==> src/rtl/bist_pkg.sv <==
// Shared types and constants for the 8-bit AND built-in self test.
// Holds the FSM encoding, the four fixed corner vectors and the LFSR tap mask.
package bist_pkg;

    typedef enum logic [1:0] {
        IDLE   = 2'd0,
        DRIVE  = 2'd1,
        SAMPLE = 2'd2,
        FINISH = 2'd3
    } bist_state_t;

    typedef struct packed {
        logic [7:0] a;
        logic [7:0] b;
    } operand_pair_t;

    // Taps 8,6,5,4 expressed as bit positions 7,5,4,3 of the shift register.
    localparam logic [7:0] LFSR_TAPS = 8'hB8;

    localparam logic [7:0] CORNER0_A = 8'h00;
    localparam logic [7:0] CORNER0_B = 8'h00;
    localparam logic [7:0] CORNER1_A = 8'hFF;
    localparam logic [7:0] CORNER1_B = 8'h00;
    localparam logic [7:0] CORNER2_A = 8'hAA;
    localparam logic [7:0] CORNER2_B = 8'hCC;
    localparam logic [7:0] CORNER3_A = 8'hFF;
    localparam logic [7:0] CORNER3_B = 8'hFF;

    function automatic operand_pair_t corner_vector(input logic [1:0] idx);
        operand_pair_t v;
        case (idx)
            2'd0:    v = '{a: CORNER0_A, b: CORNER0_B};
            2'd1:    v = '{a: CORNER1_A, b: CORNER1_B};
            2'd2:    v = '{a: CORNER2_A, b: CORNER2_B};
            default: v = '{a: CORNER3_A, b: CORNER3_B};
        endcase
        return v;
    endfunction

    // Fibonacci step: shift left, feed back the parity of the tapped bits.
    function automatic logic [7:0] lfsr_next(input logic [7:0] q);
        return {q[6:0], ^(q & LFSR_TAPS)};
    endfunction

endpackage

==> src/rtl/lfsr8.sv <==
// 8-bit Fibonacci LFSR operand source for the BIST.
// A zero seed would lock the register up, so it is replaced by 8'h01.
module lfsr8
    import bist_pkg::*;
(
    input  logic       clk,
    input  logic       rst,
    input  logic       load,
    input  logic [7:0] seed,
    input  logic       step,
    output logic [7:0] q
);

    logic [7:0] seed_safe;

    assign seed_safe = (seed == 8'h00) ? 8'h01 : seed;

    always_ff @(posedge clk) begin
        if (rst || load) begin
            q <= seed_safe;
        end else if (step) begin
            q <= lfsr_next(q);
        end
    end

endmodule

==> src/rtl/bitwise8_bist.sv <==
// BIST controller for an external 8-bit AND unit: four corner vectors then LFSR vectors.
// Define BIST_FAIL_CAPTURE_EN to latch the operands and result of the first mismatch.
module bitwise8_bist
    import bist_pkg::*;
#(
    parameter int         NUM_VECTORS = 16,
    parameter logic [7:0] SEED_A      = 8'hA5,
    parameter logic [7:0] SEED_B      = 8'h3C
) (
    input  logic       clk,
    input  logic       rst,
    input  logic       start,
    output logic [7:0] dut_a,
    output logic [7:0] dut_b,
    input  logic [7:0] dut_y,
    output logic       busy,
    output logic       done,
    output logic       pass,
    output logic [7:0] err_count,
    output logic [7:0] fail_a,
    output logic [7:0] fail_b,
    output logic [7:0] fail_y
);

    localparam logic [7:0] LAST_INDEX = 8'(NUM_VECTORS - 1);

    bist_state_t   state;
    bist_state_t   next_state;
    logic [7:0]    vec_index;
    logic          start_run;
    logic          advance;
    logic          step_lfsr;
    logic          mismatch;
    logic [7:0]    lfsr_a_q;
    logic [7:0]    lfsr_b_q;
    operand_pair_t next_corner;

    always_ff @(posedge clk) begin
        if (rst) begin
            state <= IDLE;
        end else begin
            state <= next_state;
        end
    end

    // Start is only honoured when no run is in flight.
    always_comb begin
        next_state = state;
        start_run  = 1'b0;
        advance    = 1'b0;
        case (state)
            IDLE: begin
                if (start) begin
                    start_run  = 1'b1;
                    next_state = DRIVE;
                end
            end
            DRIVE: begin
                next_state = SAMPLE;
            end
            SAMPLE: begin
                if (vec_index == LAST_INDEX) begin
                    next_state = FINISH;
                end else begin
                    advance    = 1'b1;
                    next_state = DRIVE;
                end
            end
            FINISH: begin
                if (start) begin
                    start_run  = 1'b1;
                    next_state = DRIVE;
                end
            end
            default: begin
                next_state = IDLE;
            end
        endcase
    end

    // The operand registers take the LFSR value before it steps, so vector 4 is the seed itself.
    assign step_lfsr   = advance && (vec_index >= 8'd3);
    assign mismatch    = (state == SAMPLE) && (dut_y != (dut_a & dut_b));
    assign next_corner = corner_vector(2'(vec_index + 8'd1));

    always_ff @(posedge clk) begin
        if (rst) begin
            vec_index <= 8'd0;
            dut_a     <= 8'h00;
            dut_b     <= 8'h00;
            err_count <= 8'h00;
        end else if (start_run) begin
            vec_index <= 8'd0;
            dut_a     <= CORNER0_A;
            dut_b     <= CORNER0_B;
            err_count <= 8'h00;
        end else begin
            if (mismatch && (err_count != 8'hFF)) begin
                err_count <= err_count + 8'd1;
            end
            if (advance) begin
                vec_index <= vec_index + 8'd1;
                if (vec_index < 8'd3) begin
                    dut_a <= next_corner.a;
                    dut_b <= next_corner.b;
                end else begin
                    dut_a <= lfsr_a_q;
                    dut_b <= lfsr_b_q;
                end
            end else if (state == SAMPLE) begin
                dut_a <= 8'h00;
                dut_b <= 8'h00;
            end
        end
    end

    lfsr8 u_lfsr_a (
        .clk  (clk),
        .rst  (rst),
        .load (start_run),
        .seed (SEED_A),
        .step (step_lfsr),
        .q    (lfsr_a_q)
    );

    lfsr8 u_lfsr_b (
        .clk  (clk),
        .rst  (rst),
        .load (start_run),
        .seed (SEED_B),
        .step (step_lfsr),
        .q    (lfsr_b_q)
    );

`ifdef BIST_FAIL_CAPTURE_EN
    // A zero error count means this mismatch is the first one of the run.
    always_ff @(posedge clk) begin
        if (rst || start_run) begin
            fail_a <= 8'h00;
            fail_b <= 8'h00;
            fail_y <= 8'h00;
        end else if (mismatch && (err_count == 8'h00)) begin
            fail_a <= dut_a;
            fail_b <= dut_b;
            fail_y <= dut_y;
        end
    end
`else
    assign fail_a = 8'h00;
    assign fail_b = 8'h00;
    assign fail_y = 8'h00;
`endif

    assign busy = (state == DRIVE) || (state == SAMPLE);
    assign done = (state == FINISH);
    assign pass = done && (err_count == 8'h00);

endmodule

==> config.mk <==
export PLATFORM = sky130hd
export DESIGN_NAME = bitwise8_bist
export DESIGN_NICKNAME = d
export VERILOG_FILES = /design/src/rtl/bist_pkg.sv /design/src/rtl/lfsr8.sv /design/src/rtl/bitwise8_bist.sv
export SDC_FILE = /design/constraint.sdc
export NUM_CORES = 1
export LEC_CHECK = 0
export CORE_MARGIN = 1
export CORE_UTILIZATION = 55
export DETAILED_ROUTE_END_ITERATION = 12
export PLACE_DENSITY = 0.95
export SLEW_MARGIN = 20
export SYNTH_ARGS = -nofsm -noshare
export SYNTH_HDL_FRONTEND = slang
export SYNTH_HIERARCHICAL = 1
export SYNTH_SLANG_ARGS = --single-unit
==> constraint.sdc <==
create_clock -name clk -period 5.42 [get_ports clk]
set_input_delay 0.813 -clock clk [delete_from_list [all_inputs] [get_ports clk]]
set_output_delay 0.813 -clock clk [all_outputs]
set_load 0.05 [all_outputs]
==> impl_metrics.toml, run 1 <==
[run_status]
outcome = "finished clean"

[routing]
total_wire_length_mm = 6.196
drt-vias-per-instance = 5.382
post_drt_wl_per_cell_um = 14.51
initialDrtViolationCount = 193
antenna_violating_nets_left = 0
vias = 2298
drtPass1Iterations = 4
route.detailed.drc = 0

[cells_and_area]
mostFrequentLayoutCell = "sky130_fd_sc_hd__conb_1"
flow.area_growth_from_synthesis_pct = 18.77
multiInputGateArea_sq_um = 1570
seqCellArea_sq_um = 1161
finish.cell_count_without_fillers = 427
mostFrequentLayoutCells = "sky130_fd_sc_hd__conb_1 (54), sky130_fd_sc_hd__clkdlybuf4s50_1 (37), sky130_fd_sc_hd__dfxtp_1 (34)"
n_fill_cell = 401
drive_above_1_share = 0.08611
antenna_cells_inserted = 0
final_net_count = 378

[setup_path]
timing.critical_path.from_type = "register"
timing.critical_path.cells = "or4_1 -> nor4_1 -> clkdlybuf4s50_1"
endpoint_kind = "output port"
critical_path_slowest_stage_cell = "sky130_fd_sc_hd__clkdlybuf4s50_1"
cpPeakStageDelay_ps = 840
crit_path_start = "err_count[2]$_SDFFE_PP0P_"
regToRegStartpoint = "state[0]$_SDFFE_PP0P_"
critPathMaxFanout = 7
worst-endpoint-required_ps = 4610
arrival_ps = 2230
internal_reg_to_reg_setup_slack_ps = 2700
criticalPathCategory = "register to output port"

[cts]
clock_tree_from_tritoncts = "done"
clockBufferDepth = 2
clockRootBuffer = "sky130_fd_sc_hd__clkbuf_8"
htreeDepth = 2
tritoncts.num_buffers = 5
total_setup_buffers_inserted_after_cts = 0
cts_sinks = 50
clk_pin_slew_worst_paths_ps = 90
postCtsResizedCells = 0
clkLatencyLatePin_ps = 310
cts_hold_buf = 0

[synthesis]
ys_ff_latch = 50
synth_async_sr_flop_share = 0
synth_ff_type = "sky130_fd_sc_hd__dfxtp_1"
synth.area.top_cells = "sky130_fd_sc_hd__dfxtp_1 (24%), sky130_fd_sc_hd__edfxtp_1 (17%), sky130_fd_sc_hd__buf_4 (6.7%), sky130_fd_sc_hd__mux2_2 (5.6%), sky130_fd_sc_hd__a21oi_1 (4.1%)"
mappedNetlistArea_sq_um = 2800
post_synth_mux_area_share = 0.06345
dominant_combinational_cell_family_by_area_after_synthesis = "simple AND/OR/NAND/NOR gates"
seq_area_frac_synth = 0.4147
number_of_distinct_library_cells_after_synthesis = 45
yosys_warnings = 6
synth_simple_gate_area_frac = 0.2136
number_of_enable_type_register_cells_in_the_synthesized_netlist = 16
synth_fa_ha_area_frac = 0.03575
syn_area_per_cell_sq_um = 9.492
most_area_hungry_cell_type_in_the_yosys_netlist = "sky130_fd_sc_hd__dfxtp_1"
synth_area_in_xor_xnor = 0.03753
yosysTopAreaCellShare = 0.2431
synth_compound_area_frac = 0.1381
synth_cells = 295

[power]
power_leakage_nw = 1.348
p_per_area_nw_per_um2 = 382.9
vdd_ir_drop_max_mv = 0.2194

[timing]
timing.final.max_slew_violations = 0
min_period_ps = 3043
largest_clock_skew_in_the_final_design_ps = 2.875
layout_worst_path_cycle_share = 0.5614
relSlewSlack = 0.4609
worst_slew_pin_slew_ps = 805.2
hold_viol_final = 0
rsz0062_at_grt = "false"
finalSetupViolCount = 0
timing.setup.tns_ps = 0
max_freq_mhz = 328.7

[placement]
place.gp.congestion = 0.8095
place.port_buffers = 37
dpl.hpwl_mm = 4.434
numPlacedInstances = 419

[floorplan]
top_level_ports = 62
dieHeight_um = 73.35
rows = 25
die_footprint_sq_um = 5380
die_x_um = 73.35
core_area_sq_um = 4817
initial_utilization = 0.5813

[global_route]
vias_in_the_first_global_route = 2201
first_pass_grt_wire_length_mm = 10.25
groute.usage.overall = 0.2496
grt.overflow.total = 0
maximum_number_of_pins_on_one_net_before_global_route_repair = 28
grt_antenna_before_repair = 0

[hold_path]
worst_hold_path_type = "register to register"
hold_path.startpoint = "dut_a[7]$_SDFFE_PP0P_"

[job]
max_cap_violations = 0
-- metal layers --
layer	GRT usage	vias to the layer above	wire, um
met5	0	-	0
met4	0.07692	0	87
met3	0.05213	8	291
met2	0.4465	81	3238
met1	0.3001	1100	2579
li1	-	1109	-
-- path summary, 6_finish.rpt --
path | depth (start not counted) | end
hold / removal | 2 | dut_a[7]$_SDFFE_PP0P_
setup reg to reg | 6 | u_lfsr_b/q[1]$_DFFE_PP_
setup / recovery | 3 | pass
hold reg to reg | 2 | dut_a[7]$_SDFFE_PP0P_
-- cell families (layout without fill, tap and decap cells) --
family / after synthesis / count (layout)
AO/OA/AOI/OAI: 64 / 64
XOR/XNOR: 12 / 12
adder cells (fa/ha/maj): 8 / 8
buffers and inverters: 40 / 53
flip-flops: 50 / 50
multiplexers: 16 / 16
other: 2 / 54
AND/OR/NAND/NOR: 103 / 103
-- critical path: cells and delay by family, from the launching register on --
kind / cells / cell delay, ps
buffers and inverters: 1 / 840
AND/OR/NAND/NOR: 2 / 700
flip-flops: 1 / 380
-- Yosys cell counts (5+ instances only) --
cell type / instances
sky130_fd_sc_hd__a211oi_1: 7
sky130_fd_sc_hd__a21oi_1: 23
sky130_fd_sc_hd__and3_1: 8
sky130_fd_sc_hd__buf_4: 25
sky130_fd_sc_hd__dfxtp_1: 34
sky130_fd_sc_hd__edfxtp_1: 16
sky130_fd_sc_hd__ha_1: 8
sky130_fd_sc_hd__inv_1: 7
sky130_fd_sc_hd__mux2_2: 14
sky130_fd_sc_hd__nand2_1: 18
sky130_fd_sc_hd__nand2b_1: 11
sky130_fd_sc_hd__nand3_1: 6
sky130_fd_sc_hd__nand4_1: 8
sky130_fd_sc_hd__nor2_1: 21
sky130_fd_sc_hd__o21ai_0: 18
sky130_fd_sc_hd__or3_1: 5
sky130_fd_sc_hd__xor2_1: 9
-- sequential cells by signal, indices dropped and copies added (netlist names) --
signal,flops
state,2
vec_index,8
u_lfsr_b/q,8
dut_b,8
u_lfsr_a/q,8
err_count,8
dut_a,8
-- final cells by class --
| class | instances | area share |
|---|---|---|
| Multi-Input combinational cell | 257 | 0.4722 |
| Sequential cell | 50 | 0.3491 |
| Timing Repair Buffer | 38 | 0.1136 |
| Tap cell | 67 | 0.02521 |
| Clock buffer | 7 | 0.02295 |
| Clock inverter | 1 | 0.009029 |
| Inverter | 7 | 0.007901 |
-- per-stage QoR --
| stage | utilization | hold slack (ps) | setup slack [ps] | total power [W] | instance area (sq um) |
|---|---|---|---|---|---|
| 4_1_cts | 0.6904 | 512.3 | 2382 | 0.001269 | 3326 |
| 3_5_place_dp | 0.6683 | 494.8 | 2551 | 0.001007 | 3219 |
| 6_report | 0.6904 | 513.7 | 2377 | 0.001273 | 3326 |
| 2_1_floorplan | - | 495.5 | 2078 | 0.0008939 | 2995 |
| 5_1_grt | 0.6904 | 534.5 | 2335 | 0.001326 | 3326 |
| 3_3_place_gp | 0.6683 | 484.6 | 2609 | 0.0009854 | 3219 |
-- power breakdown --
group | leakage [nW] | internal [W] | total [W] | switching [W]
Combinational | 0.860 | 0.000166 | 0.000487 | 0.000321
Clock | 0.0524 | 0.000138 | 0.000262 | 0.000124
Sequential | 0.435 | 0.000469 | 0.000524 | 0.0000548
Total | 1.35 | 0.000774 | 0.00127 | 0.000500
Power figures use the tool's default switching activity.
==> run 2, diff against run 1 <==
--- a/config.mk
+++ b/config.mk
@@ -6,9 +6,9 @@
 export NUM_CORES = 1
 export LEC_CHECK = 0
 export CORE_MARGIN = 1
-export CORE_UTILIZATION = 55
+export CORE_UTILIZATION = 51
 export DETAILED_ROUTE_END_ITERATION = 12
-export PLACE_DENSITY = 0.95
+export PLACE_DENSITY = 0.9
 export SLEW_MARGIN = 20
 export SYNTH_ARGS = -nofsm -noshare
 export SYNTH_HDL_FRONTEND = slang
==> constraint.sdc (replaced) <==
create_clock -name clk -period 2.8 [get_ports clk]
set_input_delay 0.42 -clock clk [delete_from_list [all_inputs] [get_ports clk]]
set_output_delay 0.42 -clock clk [all_outputs]
set_load 0.05 [all_outputs]
==> run 2 against run 1 <==
Compared with the run above:
- non-clock buffer count increased by 3
- sequential power increased by 93%
- register-to-register slack lost 2100 ps
- final area is 1.1% higher
- die area rose by 7.6%
- clock power rose by 95%
- critical endpoint unchanged
==> impl_metrics.toml, run 2 (synthesis gave the netlist of run 1 again) <==
[routing]
met2_length_mm = 2.850
wl_met3_um = 253
highest_metal_layer_with_signal_wires = "met4"
route.detailed.drc = 0
drt-vias-per-instance = 5.159
initialDrtViolationCount = 101
post_drt_wl_per_cell_um = 13.30
total_wire_length_mm = 5.758
antenna_violating_nets_left = 0
drtPass1Iterations = 5
met1_length_mm = 2.607
vias = 2234

[cts]
clockBufferDepth = 2
clock_tree_from_tritoncts = "done"
postCtsResizedCells = 0
cts_hold_buf = 0
htreeDepth = 2
clk_pin_slew_worst_paths_ps = 100
cts_sinks = 50
clockRootBuffer = "sky130_fd_sc_hd__clkbuf_8"
total_setup_buffers_inserted_after_cts = 0
clkLatencyLatePin_ps = 310
tritoncts.num_buffers = 5

[floorplan]
core_area_sq_um = 5205
dieHeight_um = 76.10
top_level_ports = 62
initial_utilization = 0.5380
die_x_um = 76.10
rows = 26
die_footprint_sq_um = 5791

[timing]
min_period_ps = 2616
timing.setup.tns_ps = 0
layout_worst_path_cycle_share = 0.9344
worst_slew_pin_slew_ps = 521.7
timing.hold.ws_ps = 506.4
largest_clock_skew_in_the_final_design_ps = 11.57
rsz0062_at_grt = "false"
timing.final.max_slew_violations = 0
finalSetupViolCount = 0
hold_viol_final = 0
relSlewSlack = 0.6509
max_freq_mhz = 382.2

[global_route]
grt_antenna_before_repair = 0
grt.overflow.total = 0
maximum_number_of_pins_on_one_net_before_global_route_repair = 28
first_pass_grt_wire_length_mm = 9.377
groute.usage.overall = 0.2019
vias_in_the_first_global_route = 2018

[power]
power.total_w = 0.002451
power_leakage_nw = 1.366
p_per_area_nw_per_um2 = 728.8
share_comb_of_total_power = 0.378
clock_power_share = 0.209
power.net_switching_w = 0.0009490
p_int_w = 0.001502
power.share.switching = 0.3872
power.sequential.fraction = 0.413
vdd_ir_drop_max_mv = 0.4278

[cells_and_area]
final_net_count = 381
antenna_cells_inserted = 0
drive_above_1_share = 0.09917
finalCoreUtilization = 0.6462
flow.area_growth_from_synthesis_pct = 20.11
mostFrequentLayoutCell = "sky130_fd_sc_hd__conb_1"
mostFrequentLayoutCells = "sky130_fd_sc_hd__conb_1 (54), sky130_fd_sc_hd__clkdlybuf4s50_1 (37), sky130_fd_sc_hd__dfxtp_1 (34)"
n_fill_cell = 428

[run_status]
outcome = "finished clean"

[placement]
place.port_buffers = 37
dpl.hpwl_mm = 4.169
place.gp.congestion = 0.8119

[setup_path]
endpoint_kind = "output port"
criticalPathCategory = "register to output port"
timing.critical_path.from_type = "register"
critPathMaxFanout = 8
worst-endpoint-required_ps = 2380
arrival_ps = 2200

[job]
max_cap_violations = 0

[hold_path]
worst_hold_path_type = "register to register"
==> run 2: cell types whose count changed in the layout (fill, tap and decap cells not counted) <==
cell / previous run / this run
sky130_fd_sc_hd__clkinv_4: 0 / 1
sky130_fd_sc_hd__clkbuf_1: 2 / 1
sky130_fd_sc_hd__nor4_1: 4 / 3
sky130_fd_sc_hd__buf_4: 1 / 4
sky130_fd_sc_hd__nor4_2: 0 / 1
==> run 2: worst paths after layout <==
kind | from | to | slack [ps] | cells past startpoint
min | dut_a[5]$_SDFFE_PP0P_ | dut_a[5]$_SDFFE_PP0P_ | 510 | 2
max | err_count[3]$_SDFFE_PP0P_ | pass | 180 | 3
min reg2reg | dut_a[5]$_SDFFE_PP0P_ | dut_a[5]$_SDFFE_PP0P_ | 510 | 2
max reg2reg | vec_index[4]$_SDFFE_PP0P_ | u_lfsr_a/q[0]$_DFFE_PP_ | 560 | 4
==> run 2: power groups by stage <==
stage | registers (W) | clock network, W | logic (W)
6_report | 0.00101 | 0.000511 | 0.000927
5_1_grt | 0.00103 | 0.000546 | 0.000994
4_1_cts | 0.00101 | 0.000516 | 0.000922
3_5_place_dp | 0.00103 | 0 | 0.000916
3_3_place_gp | 0.00102 | 0 | 0.000895
2_1_floorplan | 0.00111 | 0 | 0.000619
==> run 2: per-layer routing <==
metal / global-route usage / vias to the layer above
li1: - / 1113
met1: 0.2564 / 1052
met2: 0.3536 / 64
met3: 0.03114 / 5
met4: 0.05962 / 0
met5: 0 / -
==> run 2: layout make-up <==
| cell class | count | area, sq um | area share |
|---|---|---|---|
| Tap cell | 70 | 87.58 | 0.02604 |
| Clock inverter | 2 | 38.79 | 0.01153 |
| Multi-Input combinational cell | 257 | 1577 | 0.4687 |
| Sequential cell | 50 | 1161 | 0.3452 |
| Inverter | 7 | 26.28 | 0.007812 |
| Timing Repair Buffer | 41 | 400.4 | 0.1190 |
| Clock buffer | 6 | 72.57 | 0.02158 |
==> run 2: critical path: stages (launching register included) <==
cell and delay (ps):
sky130_fd_sc_hd__dfxtp_1 380, sky130_fd_sc_hd__or4_1 530, sky130_fd_sc_hd__nor4_2 150, sky130_fd_sc_hd__clkdlybuf4s50_1 830
==> run 2: per-stage QoR <==
stage / setup WS [ps] / cells / instance area (sq um)
4_1_cts: 164.5 / 433 / 3363
2_1_floorplan: 423.0 / 347 / 3002
3_3_place_gp: 545.3 / 425 / 3252
5_1_grt: 97.22 / 433 / 3363
6_report: 183.8 / 433 / 3363
3_5_place_dp: 494.6 / 425 / 3252
